File: src/rtl/ac97_frame_receiver.sv
// AC97 receive path: resynchronises the codec serial link into clk, frames the
// 256-bit input frame and publishes the tag, register status and PCM capture slots.
module ac97_frame_receiver #(
   parameter int SYNC_STAGES   = 2,
   parameter int READY_TIMEOUT = 1024
) (
   input  logic        clk,
   input  logic        rst,
   input  logic        audio_ready,
   input  logic        AUDIO_BIT_CLK,
   input  logic        AUDIO_SYNC,
   input  logic        AUDIO_SDATA_IN,
   output logic        codec_ready,
   output logic        codec_fault,
   output logic        frame_done,
   output logic        status_valid,
   output logic [6:0]  status_addr,
   output logic [15:0] status_data,
   output logic        pcm_valid,
   output logic [19:0] pcm_left,
   output logic [19:0] pcm_right,
   output logic        sync_err
);

   // state | meaning
   // IDLE  | codec held in reset or link disabled; counters parked at 0
   // HUNT  | waiting for the first SYNC rising edge
   // RECV  | framed; shifting bits and latching slot fields
   typedef enum logic [1:0] {IDLE, HUNT, RECV} state_t;

   localparam int CNT_W = $clog2(READY_TIMEOUT + 1);

   state_t state, state_nxt;

   logic [SYNC_STAGES-1:0] bclk_ff, sync_ff, sdata_ff;
   logic        bclk_hist, sync_prev;
   logic        bclk_s, sync_s, sdata_s;
   logic        bit_edge, frame_start;
   logic [7:0]  bit_cnt;
   logic [19:0] shift_reg, shift_nxt;
   logic [4:0]  tag_hold;
   logic [6:0]  addr_hold;
   logic [15:0] data_hold;
   logic [19:0] left_hold, right_hold;
   logic        done_pend;
   logic [CNT_W-1:0] frame_cnt;

   assign bclk_s      = bclk_ff[SYNC_STAGES-1];
   assign sync_s      = sync_ff[SYNC_STAGES-1];
   assign sdata_s     = sdata_ff[SYNC_STAGES-1];
   assign bit_edge    = bclk_hist & ~bclk_s;
   assign frame_start = bit_edge & sync_s & ~sync_prev;
   assign shift_nxt   = {shift_reg[18:0], sdata_s};

   always_ff @(posedge clk or negedge rst) begin
      if (!rst) begin
         bclk_ff   <= '0;
         sync_ff   <= '0;
         sdata_ff  <= '0;
         bclk_hist <= 1'b0;
         sync_prev <= 1'b0;
      end else begin
         bclk_ff   <= {bclk_ff[SYNC_STAGES-2:0], AUDIO_BIT_CLK};
         sync_ff   <= {sync_ff[SYNC_STAGES-2:0], AUDIO_SYNC};
         sdata_ff  <= {sdata_ff[SYNC_STAGES-2:0], AUDIO_SDATA_IN};
         bclk_hist <= bclk_s;
         if (bit_edge) sync_prev <= sync_s;
      end
   end

   always_ff @(posedge clk or negedge rst) begin
      if (!rst) state <= IDLE;
      else      state <= state_nxt;
   end

   always_comb begin
      state_nxt = state;
      case (state)
         IDLE:    if (audio_ready) state_nxt = HUNT;
         HUNT:    if (frame_start) state_nxt = RECV;
         RECV:    state_nxt = RECV;
         default: state_nxt = IDLE;
      endcase
      if (!audio_ready) state_nxt = IDLE;
   end

   always_ff @(posedge clk or negedge rst) begin
      if (!rst) begin
         bit_cnt      <= '0;
         shift_reg    <= '0;
         tag_hold     <= '0;
         addr_hold    <= '0;
         data_hold    <= '0;
         left_hold    <= '0;
         right_hold   <= '0;
         done_pend    <= 1'b0;
         frame_cnt    <= '0;
         codec_ready  <= 1'b0;
         codec_fault  <= 1'b0;
         frame_done   <= 1'b0;
         status_valid <= 1'b0;
         status_addr  <= '0;
         status_data  <= '0;
         pcm_valid    <= 1'b0;
         pcm_left     <= '0;
         pcm_right    <= '0;
         sync_err     <= 1'b0;
      end else begin
         frame_done   <= 1'b0;
         status_valid <= 1'b0;
         pcm_valid    <= 1'b0;
         sync_err     <= 1'b0;
         done_pend    <= 1'b0;
         if (!audio_ready) begin
            // A pending completion is dropped here: losing audio_ready wins.
            bit_cnt     <= '0;
            frame_cnt   <= '0;
            codec_ready <= 1'b0;
            codec_fault <= 1'b0;
         end else begin
            case (state)
               IDLE: begin
                  bit_cnt   <= '0;
                  frame_cnt <= '0;
               end
               HUNT: begin
                  if (frame_start) begin
                     shift_reg <= {19'b0, sdata_s};
                     bit_cnt   <= 8'd1;
                  end
               end
               RECV: begin
                  if (frame_start && bit_cnt != 8'd0) begin
                     sync_err  <= 1'b1;
                     shift_reg <= {19'b0, sdata_s};
                     bit_cnt   <= 8'd1;
                  end else if (bit_edge) begin
                     shift_reg <= shift_nxt;
                     bit_cnt   <= bit_cnt + 8'd1;
                     case (bit_cnt)
                        8'd15:   tag_hold   <= shift_nxt[15:11];
                        8'd35:   addr_hold  <= shift_nxt[18:12];
                        8'd55:   data_hold  <= shift_nxt[19:4];
                        8'd75:   left_hold  <= shift_nxt;
                        8'd95:   right_hold <= shift_nxt;
                        8'd255:  done_pend  <= 1'b1;
                        default: ;
                     endcase
                  end
               end
               default: ;
            endcase

            if (done_pend) begin
               frame_done  <= 1'b1;
               codec_ready <= tag_hold[4];
               if (tag_hold[3] && tag_hold[2]) begin
                  status_addr  <= addr_hold;
                  status_data  <= data_hold;
                  status_valid <= 1'b1;
               end
               if (tag_hold[1] && tag_hold[0]) begin
                  pcm_left  <= left_hold;
                  pcm_right <= right_hold;
                  pcm_valid <= 1'b1;
               end
               if (!tag_hold[4] && frame_cnt != CNT_W'(READY_TIMEOUT))
                  frame_cnt <= frame_cnt + 1'b1;
            end

            if (frame_cnt == CNT_W'(READY_TIMEOUT)) codec_fault <= 1'b1;
         end
      end
   end

endmodule

File: config.mk
export PLATFORM = sky130hd
export DESIGN_NAME = ac97_frame_receiver
export DESIGN_NICKNAME = d
export VERILOG_FILES = /design/src/rtl/ac97_frame_receiver.sv
export SDC_FILE = /design/constraint.sdc
export NUM_CORES = 1
export LEC_CHECK = 0
export ABC_AREA = 1
export CAP_MARGIN = 20
export CORE_ASPECT_RATIO = 0.5
export CORE_MARGIN = 10
export CORE_UTILIZATION = 45
export DETAILED_ROUTE_END_ITERATION = 16
export PLACE_DENSITY = 0.64
export SYNTH_ARGS = -nofsm -noshare
export SYNTH_HDL_FRONTEND = slang
export SYNTH_SLANG_ARGS = --single-unit
File: constraint.sdc
create_clock -name clk -period 3.5 [get_ports clk]
set_input_delay 0.7 -clock clk [delete_from_list [all_inputs] [get_ports clk]]
set_output_delay 0.7 -clock clk [all_outputs]
set_load 0.01 [all_outputs]
# Word-level counts from Yosys, hierarchy flattened
# Cells that the tools add are included.
# totals
in_bits	6
wordCells	103
ff_bits	186
# op_classes
mux	36
reduce_logical	17
n_eq_ne	17
add_sub_neg	2
n_bitwise	6
# op_table
operator	n
$mux W19	3
$mux W11	4
$pmux W19 S2	1
$mux W8	4
$reduce_and A5 Y1	5
$pmux W8 S3	1
$mux W1	20
$eq A8 B6 Y1 const B	2
$eq A8 B7 Y1 const B	2
$add A11 B1 Y11 const B	1
$eq A11 B11 Y1 const B	1
$ne A11 B11 Y1 const B	1
$reduce_and A3 Y1	3
$add A8 B1 Y8 const B	1
$eq A8 B4 Y1 const B	1
$eq A8 B8 Y1 const B	1
$reduce_bool A8 Y1	1
$ne A3 B3 Y1 const B	2
$pmux W2 S3	1
$logic_and A1 B1 Y1	4
$mux W2	2
$ne A2 B1 Y1 const B	2
$ne A4 B1 Y1 const B	1
$ne A4 B4 Y1 const B	1
other kinds (9)	13

# Logic depth before layout (Yosys ltp)
# logic_depth
word_depth	8
ltp_mapped	12
mapped_depth_nobuf	11

# Worst setup path after synthesis
# No wires, ideal clock.
# synth_path
path_type	input -> register
startpoint	input audio_ready
endpoint	register status_addr[6]
setup_time_ns	0.125
cell_stages	5
path_buffers	2
slack_ns	1.605
arrival_ns	1.771
cell_sequence	buf_2 nand2_1 nor2_2 buf_2 mux2_2
# synth_between
elab_chain_len	1
# synth_rtl
item	line	source
start: declaration	9	input logic audio_ready,
$reduce_and A3 Y1 (no line)	--	
end signal: assignment	158	status_addr <= addr_hold;
end: declaration	17	output logic [6:0] status_addr,
# No other way between the ends.
# A chain may end at the register's enable or synchronous reset.

# Worst setup path in the final report
# layout_path
startpoint	register state[0]
endpoint	register bit_cnt[3]
# layout_between
elab_chain_len	3
word_cells_on_any_way	9
# layout_rtl
item	line	source
start: declaration	33	state_t state, state_nxt;
start signal: assignment	73	else state <= state_nxt;
$eq A2 B1 Y1 (tied with other cells)	121	case (state)
$ne A4 B1 Y1 (no line) (tied with other cells)	--	
$reduce_and A3 Y1 (no line) / $mux W8 (equally long branches)	--	
end signal: assignment	139	bit_cnt <= bit_cnt + 8'd1;
end: declaration	39	logic [7:0] bit_cnt;
# Parallel ways exist; a longest one is shown, timed or not.

==> flow_metrics.env <==
export IMPL_place_congestion=0.843
export IMPL_dr_wl_met3_um=660
export IMPL_dp_hpwl_um=10600
export IMPL_fin_nets=842
export IMPL_hold_buffers=0
export IMPL_pwr_share_seq_pct=48.4
export IMPL_criticalPathCategory="flip-flop to flip-flop"
export IMPL_async_flop_share_pct=100
export IMPL_p_total_mw=4.60
export IMPL_cpPeakStageDelay_ns=0.63
export IMPL_path_clk_slew_ns=0.08
export IMPL_crit_arrival_ns=2.64
export IMPL_worstMarginPinSlew_ns=0.841
export IMPL_cts_resized=0
export IMPL_vias=5299
export IMPL_switching_share_pct=29.0
export IMPL_rows=34
export IMPL_fin_crit_sh_pct=66.3
export IMPL_port_buffers=74
export IMPL_maxCapViolCount=0
export IMPL_nFillCells=1528
export IMPL_wl_met1_um=7520
export IMPL_synth_edff_count=0
export IMPL_setup_tns_ns=0
export IMPL_drc=0
export IMPL_clockBufferDepth=2
export IMPL_initial_core_util_pct=45.6
export IMPL_met2_length_um=7760
export IMPL_root_buffer="clkbuf_16"
export IMPL_wirelength_um=16000
export IMPL_worstPathRequired_ns=3.82
export IMPL_setup_viol=0
export IMPL_grt_pass1_vias=5346
export IMPL_grtUsageTotal_pct=14.2
export IMPL_place_ws_ns=0.827
export IMPL_finalMaxSlewViolations=0
export IMPL_clock_skew_final_ns=0.0137
export IMPL_cts_buffers=17
export IMPL_hold_violations=0
export IMPL_final_common_cell="dfrtp_1"
export IMPL_layout_common_cells="dfrtp_1 (186), nand2_1 (181), clkdlybuf4s50_1 (73)"
export IMPL_min_path_type="input pin to asynchronous set/reset pin"
export IMPL_grt_pass1_wl_um=27600
export IMPL_slowest_stage="ha_1"
export IMPL_p_int_mw=3.27
export IMPL_ys_ff_latch=186
export IMPL_drt_initial_drc_count=314
export IMPL_rsz0062_at_grt="false"
export IMPL_worstSetupEndpointType="flip-flop"
export IMPL_gr_total_overflow=0
export IMPL_grt_max_degree=92
export IMPL_clock_fmax_mhz=431
export IMPL_cts_tree="yes"
export IMPL_die_area_um2=23500
export IMPL_antenna_found_initial=0
export IMPL_die_h_um=114
export IMPL_crit_chain="inv_1, ha_1, nor2_1, nand2_1, nand2_1, nand2_1, nand2_1, inv_1, nand2_1, nand2_1, nor2_1"
export IMPL_insertedDiodeCount=0
export IMPL_synth_distinct_cells=26
export IMPL_p_comb_share_pct=9.5
export IMPL_dr_pass1_iters=5
export IMPL_core_area_um2=17300
export IMPL_die_w_um=207
export IMPL_synth_ff_type="dfrtp_1"
export IMPL_ys_warn_count=0
export IMPL_syn_num_nets=769
export IMPL_postCtsSetupRepairBufs=0
export IMPL_vias_per_cell=4.93
export IMPL_ys_seq_area_share_pct=59.1
export IMPL_clockPowerShare_pct=42.2
export IMPL_syn_avg_cell_area_um2=10.4
export IMPL_fin_ws_ns=1.18
export IMPL_path_max_fanout=11
export IMPL_num_io_pins=75
export IMPL_crit_top_cell="nand2_1"
export IMPL_worst_setup_path_start_kind="flip-flop"
export IMPL_power_switching_mw=1.33
export IMPL_p_per_area_nw_per_um2=489
export IMPL_clk_latency_ns=0.44
export IMPL_post_dp_cell_area_um2=8810
export IMPL_area_growth_pct=19.4
export IMPL_peakVddDrop_mv=0.333
export IMPL_drive_gt1_share_pct=16.6
export IMPL_relSlewSlack_pct=43.9
export IMPL_cts_sinks=186
export IMPL_outcome="complete, no violations"
export IMPL_post_drt_wl_per_cell_um=14.9
export IMPL_fin_area_um2=9400
export IMPL_synth_cell_area_um2=7870
export IMPL_post_route_min_period_ns=2.32
export IMPL_h_tree_depth=4
export IMPL_leakagePower_nw=4.37
export IMPL_highest_layer="met4"
export IMPL_drt_antenna_violating_nets=0
export IMPL_syn_inst=755
-- cells by family after synthesis --
| logic type | share of synthesized area [%] |
|---|---|
| buf+inv | 5.82 |
| flops | 59.1 |
| fa+ha+maj | 1.27 |
| simple gates | 16.7 |
| mux | 9.01 |
| xor+xnor | 0.667 |
| compound gates | 7.42 |
-- path summary, 6_finish.rpt --
| kind | startpoint | to | slack [ns] | cells past startpoint |
|---|---|---|---|---|
| min reg2reg | bclk_ff[0] | bclk_ff[1] | 0.35 | 0 |
| min in group clk | bclk_ff[0] | bclk_ff[1] | 0.35 | 0 |
| min | rst | data_hold[3] | 0.34 | 1 |
| max | state[0] | bit_cnt[3] | 1.18 | 11 |
| max in group asynchronous | rst | frame_cnt[9] | 2.37 | 2 |
| max reg2reg | state[0] | bit_cnt[3] | 1.18 | 11 |
-- cells in the mapped netlist (2+ instances only) --
master | number | share of area (%)
o21ai_2 | 22 | 2.4
mux2_2 | 63 | 9.0
o21ai_0 | 31 | 2.0
nand3_1 | 52 | 3.3
buf_2 | 12 | 0.76
nor2_2 | 2 | 0.16
nand2_1 | 181 | 8.6
a21oi_1 | 2 | 0.13
nor3_1 | 2 | 0.13
o21ai_1 | 42 | 2.7
buf_6 | 12 | 1.7
xor2_1 | 5 | 0.56
ha_1 | 8 | 1.3
nand4_4 | 5 | 1.4
clkbuf_1 | 4 | 0.19
nor2_4 | 2 | 0.29
nand4_1 | 2 | 0.16
nand2_2 | 2 | 0.16
dfrtp_1 | 186 | 59
inv_1 | 64 | 3.1
nor2_1 | 51 | 2.4
-- critical path, delay by kind of cell, from the launching register on --
family | cells | cell delay, ns
buffers and inverters | 2 | 0.31
adders and majority gates | 1 | 0.63
and+or+nand+nor | 8 | 0.89
DFF | 1 | 0.39
-- per-layer routing --
| metal | vias to the layer above | GRT usage, % |
|---|---|---|
| met3 | 9 | 4.01 |
| li1 | 2606 | - |
| met4 | 0 | 3.72 |
| met1 | 2612 | 18.7 |
| met5 | - | 0 |
| met2 | 72 | 22.7 |
-- cell type report --
type | count | area (um2) | share of cell area, %
Tap cell | 234 | 293 | 3.11
Timing Repair Buffer | 82 | 840 | 8.93
Sequential cell | 186 | 4650 | 49.5
Clock inverter | 14 | 168 | 1.78
Multi-Input combinational cell | 475 | 2770 | 29.5
Inverter | 66 | 248 | 2.63
Clock buffer | 18 | 429 | 4.56
-- power by group through the flow --
stage / Clock [mW] / Combinational [mW] / Sequential [mW]
floorplan: 0 / 0.284 / 2.26
global placement: 0 / 0.427 / 2.26
detailed placement: 0 / 0.435 / 2.27
CTS: 1.99 / 0.442 / 2.23
global route: 2.09 / 0.498 / 2.23
finish: 1.94 / 0.436 / 2.23
-- through the flow --
step | util (%) | instances | hold WS (ns)
floorplan | - | 755 | 0.331
detailed placement | 51.0 | 1043 | 0.336
finish | 54.4 | 1075 | 0.338
global placement | 51.0 | 1043 | 0.338
global route | 54.4 | 1075 | 0.357
CTS | 54.4 | 1075 | 0.354
(Power assumes the default switching activity.)
